<file path="src/rtl/cdb_arbiter.sv">
// cdb_arbiter: round-robin arbiter plus output register for the common data
// bus. At most one functional-unit result is accepted per cycle, registered,
// and broadcast with the index of the unit that produced it.
//
// Ports:
//   clk        sole clock, rising edge
//   reset      asynchronous active-high reset
//   flush      synchronous flush; drops the broadcast and blocks acceptance
//   req_valid  per-unit result valid            [NUM_REQ-1:0]
//   req_data   per-unit result payload          NUM_REQ x [BIT_WIDTH-1:0]
//   req_ready  per-unit accept (comb, one-hot or zero)
//   cdb_ready  downstream consumes the current broadcast
//   cdb_valid  registered broadcast valid
//   cdb_data   registered broadcast payload
//   cdb_src    index of the unit that produced cdb_data
module cdb_arbiter #(
    parameter int BIT_WIDTH = 8,
    parameter int NUM_REQ   = 4
) (
    input  logic                       clk,
    input  logic                       reset,
    input  logic                       flush,
    input  logic [NUM_REQ-1:0]         req_valid,
    input  logic [BIT_WIDTH-1:0]       req_data [NUM_REQ],
    output logic [NUM_REQ-1:0]         req_ready,
    input  logic                       cdb_ready,
    output logic                       cdb_valid,
    output logic [BIT_WIDTH-1:0]       cdb_data,
    output logic [$clog2(NUM_REQ)-1:0] cdb_src
);
    localparam int IW = $clog2(NUM_REQ);

    logic [IW-1:0] rr_ptr;
    logic [IW-1:0] win;
    logic [IW-1:0] idx;
    logic          found;
    logic          load;
    logic          grant;

    // Output slot is free when empty or being consumed this cycle.
    assign load = !cdb_valid || cdb_ready;

    // Cyclic scan starting at rr_ptr; IW-bit index arithmetic wraps naturally
    // because NUM_REQ is a power of two.
    always_comb begin
        found = 1'b0;
        win   = '0;
        idx   = '0;
        for (int k = 0; k < NUM_REQ; k++) begin
            idx = rr_ptr + IW'(k);
            if (!found && req_valid[idx]) begin
                found = 1'b1;
                win   = idx;
            end
        end
    end

    // reset is folded in so no unit sees an accept while reset is held.
    assign grant     = load && !flush && !reset && found;
    assign req_ready = grant ? (NUM_REQ'(1) << win) : '0;

    always_ff @(posedge clk or posedge reset) begin
        if (reset) begin
            cdb_valid <= 1'b0;
            cdb_data  <= '0;
            cdb_src   <= '0;
            rr_ptr    <= '0;
        end else if (flush) begin
            cdb_valid <= 1'b0;
        end else if (load) begin
            if (found) begin
                cdb_valid <= 1'b1;
                cdb_data  <= req_data[win];
                cdb_src   <= win;
                rr_ptr    <= win + IW'(1);
            end else begin
                cdb_valid <= 1'b0;
            end
        end
    end
endmodule

</file>
<file path="config.mk">
export PLATFORM = sky130hd
export DESIGN_NAME = cdb_arbiter
export DESIGN_NICKNAME = d
export VERILOG_FILES = /design/src/rtl/cdb_arbiter.sv
export SDC_FILE = /design/constraint.sdc
export NUM_CORES = 1
export LEC_CHECK = 0
export CORE_MARGIN = 4
export CORE_UTILIZATION = 36
export CTS_CLUSTER_SIZE = 40
export DETAILED_ROUTE_END_ITERATION = 10
export MAX_ROUTING_LAYER = met4
export PLACE_DENSITY = 0.8
export SKIP_LAST_GASP = 1
export SLEW_MARGIN = 20
export SYNTH_ARGS = -nofsm -noshare
export SYNTH_HDL_FRONTEND = slang
export SYNTH_SLANG_ARGS = --single-unit
</file>
<file path="constraint.sdc">
create_clock -name clk -period 2.2 [get_ports clk]
set_input_delay 0.33 -clock clk [delete_from_list [all_inputs] [get_ports clk]]
set_output_delay 0.33 -clock clk [all_outputs]
set_load 0.01 [all_outputs]
</file>
[Word-level counts from Yosys, hierarchy flattened]
Index checks and enable logic that the tools add are counted.
W data, S select, Z words.
Cells by class
  shift operators: 1
  add/subtract/negate cells: 4
  magnitude comparators: 5
  reductions and logical operators: 15
  multiplexer cells: 23
  bitwise operators: 2
Operator list (number)
  $bmux W8 S2: 1
  $mux W8: 2
  $lt A2 B3 Y1 const B: 4
  $mux W1: 11
  $bmux W1 S2: 4
  $mux W2: 4
  $logic_and A1 B1 Y1: 6
  $logic_not A1 Y1: 6
  $add A2 B1 Y2 const B: 2
  $add A2 B2 Y2 const B: 2
  $mux W4: 1
  $shl A1 B2 Y4 const A: 1
  $ge A3 B3 Y1 const B: 1
  $not A2 Y3: 1
  $reduce_and A3 Y1: 1
  $reduce_bool A2 Y1: 1
  $logic_or A1 B1 Y1: 1
  $not A1 Y1: 1
Storage, ports and cells
  input port bits: 40
  logic and storage cells: 54
  output and inout bits: 15
  flip-flop bits (word level): 13

[Depth between registers and ports, before layout]
  word-level depth: 16
  gate-level depth with buffers: 7
  gate-level depth less buffers: 5

[Worst setup path before layout]
Ideal clock, no wire load.
  path type: register to output
  from: reg rr_ptr[1]
  to: out req_ready[1]
  setup slack: 271 ps
  buffers on the path: 1
  required time: 1870 ps
  stages on the path, launching flop included: 6
  arrival: 1599 ps
  path through: dfrtp_1 mux2_1 a32oi_1 buf_2 nand2_1 nor4_1
Between the ends
  longest elaborated chain between the ends: 14
  elaborated cells between the ends (all ways): 28
  classes of those cells: 3 x add/sub; 1 x shift; 17 x mux; 7 x reduce/logical
Ends and longest elaborated chain
  start, declared: line 33  | logic [IW-1:0] rr_ptr;
  start signal, assigned: line 75  | rr_ptr <= win + IW'(1);
  parallel branches: the longest is 13 deep, another holds $add A2 B1 Y2
  $mux W4 *: line 60  | assign req_ready = grant ? (NUM_REQ'(1) << win) : '0;
  end, declared: line 25  | output logic [NUM_REQ-1:0] req_ready,
Every way passes the cells marked *. The select of a mux whose other input is x is not followed.

[Worst setup path in the final report]
  from: reg rr_ptr[1]
  to: out req_ready[2]
Same word-level chain as after synthesis.

==> results.json <==
{
  "initial_core_util_pct": 38.2,
  "yosys.area.top_type_share_pct": 37.8,
  "htree_levels": 1,
  "grt_overflow": 0,
  "pwr_density_cell_mw_per_mm2": 785,
  "worstSetupStartpoint": "rr_ptr[1]$_DFFE_PP0P_",
  "tightest_slew_ns": 0.525,
  "max_stage_delay_ns": 0.47,
  "cp-end-kind": "primary output",
  "worstPathCellList": "mux2_4 > a32oi_2 > buf_4 > and2_4 > nor3_2 > clkdlybuf4s15_2",
  "fmax_ghz": 0.462,
  "wl_per_cell_um": 16.4,
  "numCtsBuffers": 3,
  "cts.sinks": 13,
  "start_kind": "flip-flop",
  "syn2layout_area_growth_pct": 78.8,
  "syn_inst": 103,
  "via_per_inst": 5.50,
  "fin_worst_skew_ns": 0.000684,
  "power_leakage_nw": 0.651,
  "critPathKind": "flip-flop to primary output",
  "syn_nets": 143,
  "clk_latency_ns": 0.27,
  "cp-endpoint": "req_ready[2]",
  "syn_avg_cell_area_sq_um": 8.36,
  "grt_max_degree": 18,
  "die_area_sq_mm": 0.00324,
  "critPathSlowestCell": "dfrtp_2",
  "vias": 1056,
  "routed_wirelength_mm": 3.16,
  "fill_cells": 196,
  "drc": 0,
  "dr.pass1.iters": 4,
  "cp_max_fo": 6,
  "initialDrtViolationCount": 26,
  "rsz0062_at_grt": "true",
  "yosys-top-cells-area": "dfrtp_1 38%, nand2_1 9.2%, a2111oi_0 8.1%",
  "synth_area_leader_cell": "dfrtp_1",
  "relSlewSlack_pct": 64.9,
  "hpwl_mm": 2.44,
  "synth_most_common_cell": "nand2_1",
  "synth_common_cells": "21 x nand2_1, 13 x dfrtp_1, 9 x a21boi_0, 9 x nor2_1",
  "vdd_ir_drop_max_v": 0.000557,
  "fin_crit_ns": 2.16,
  "postCtsHoldBufs": 0,
  "cts_tree": "built",
  "required_ns": 1.87,
  "worst_slack_ns": 0.0361,
  "root_buffer": "clkbuf_4",
  "antenna_found_initial": 0,
  "hp-class": "flip-flop to flip-flop",
  "clock_path_buffers": 2,
  "r2r_setup_slack_ns": 0.14,
  "ys_types": 27,
  "finalCritPeriodShare_pct": 98.4,
  "synth_seq_cells": 13,
  "die-width_um": 56.9,
  "max_cap_violations": 0,
  "yosys_warnings": 0,
  "r2r_start": "rr_ptr[1]$_DFFE_PP0P_",
  "die_h_um": 56.9,
  "syn-cell-area_sq_um": 861,
  "worstPathArrival_ns": 1.83,
  "path_clk_slew_ns": 0.08,
  "fp.coreArea_sq_mm": 0.00225,
  "antennaDiodeCount": 0,
  "async_reset_ff_share_pct": 100,
  "first_global_vias": 1066,
  "r2r-end": "cdb_data[0]$_DFFE_PP0P_",
  "place_congestion": 0.871,
  "outcome": "finished, final reports clean",
  "pre_cts_slack_ns": -0.416,
  "reg2reg_depth": 8,
  "synth_edf_count": 0,
  "nNetsFinal": 205,
  "port_buffers": 54,
  "synth_ff_type": "dfrtp_1",
  "timing_hold_violations_final": 0,
  "ys_seq_area_share_pct": 37.8,
  "row_count": 17,
  "pin_count": 55,
  "setup_violations": 0,
  "grt_pass1_wl_mm": 5.04,
  "power_mw": 1.21,
  "ant_nets": 0,
  "maxSlewViolCount": 0,
  "drive_above_1_share_pct": 17.1,
  "grt_util_all_layers_pct": 20.6
}
## sequential cells by signal (all words and copies together), names as in the netlist
| name | flops |
|---|---|
| cdb_data | 8 |
| cdb_src | 2 |
| rr_ptr | 2 |
| cdb_valid | 1 |
## power by group
part | total [mW] | internal (mW) | leakage (nW) | switching [mW]
clock network | 0.148 | 0.0702 | 0.0150 | 0.0777
registers | 0.388 | 0.326 | 0.148 | 0.0621
logic | 0.672 | 0.363 | 0.488 | 0.309
## worst min-delay path by stage
| stage | startpoint | endpoint | depth (start not counted) |
|---|---|---|---|
| after floorplan | reset | cdb_data[0]$_DFFE_PP0P_ | 1 |
| after global placement | cdb_src[0]$_DFFE_PP0P_ | cdb_src[0]$_DFFE_PP0P_ | 1 |
| after detailed placement | cdb_src[0]$_DFFE_PP0P_ | cdb_src[0]$_DFFE_PP0P_ | 1 |
| after CTS | cdb_src[0]$_DFFE_PP0P_ | cdb_src[0]$_DFFE_PP0P_ | 1 |
| after global routing | cdb_src[0]$_DFFE_PP0P_ | cdb_src[0]$_DFFE_PP0P_ | 1 |
| final | cdb_src[1]$_DFFE_PP0P_ | cdb_src[1]$_DFFE_PP0P_ | 2 |
## through the flow
stage	area [sq um]	cells	hold WS (ns)	util, %	TNS (ns)
after floorplan	861	103	0.207	-	0
after global placement	1470	187	0.461	65.1	-2.43
after detailed placement	1470	187	0.466	65.1	-3.31
after CTS	1510	192	0.485	67.1	-0.0502
after global routing	1540	192	0.500	68.3	-0.0116
final	1540	192	0.481	68.3	0
## cell families (layout without fill, tap and decap cells)
kind of cell / Yosys count / count (layout) / synth area share [%]
compound gates: 35 / 35 / 32.1
buf+inv: 11 / 72 / 6.40
xor+xnor: 1 / 1 / 1.02
mux: 1 / 1 / 1.31
flops: 13 / 13 / 37.8
simple gates: 42 / 42 / 21.4
## layout make-up
cell class	instances	area [sq um]	area share, %
inverter	3	11.3	0.732
multi-input combinational	79	524	34.1
tap	28	35.0	2.28
clock buffer	4	26.3	1.71
timing repair buffer	65	616	40.0
sequential	13	327	21.2
## what timing repair did
item	CTS	global route
pin swaps	1	4
cloned	0	0
gates resized for setup	18	15
endpoints found under the setup margin	5	7
setup buffers	1	0
hold endpoints to repair	0	0
## cells in the final DEF (no fill, tap or decap), types with 2 or more instances in the layout
master and instances:
a311oi_1 8, nor2_1 9, a21o_1 2, dfrtp_1 12, nand2_1 21, dlymetal6s2s_1 3
a21oi_1 2, inv_1 3, a2111oi_0 5, nor3_1 2, buf_4 11, clkbuf_4 3
nor4_1 2, a21boi_0 9, clkdlybuf4s50_1 46, nor2b_1 2, a2111oi_2 2, buf_2 2
## critical path, delay by kind of cell (launching register included)
family                 cells  cell delay [ns]
AO/OA/AOI/OAI              1             0.19
buffers and inverters      2             0.39
multiplexers               1             0.32
flip-flops                 1             0.47
AND/OR/NAND/NOR            2             0.20
## routing by layer
layer  part of all wire, %  vias up  global-route usage (%)
li1                      -      502                       -
met1                    40      514                    23.2
met2                    53       38                    35.2
met3                   6.9        2                    4.37
met4                  0.70        0                    8.28
met5                     0        -                       -
(Power assumes the default switching activity.)
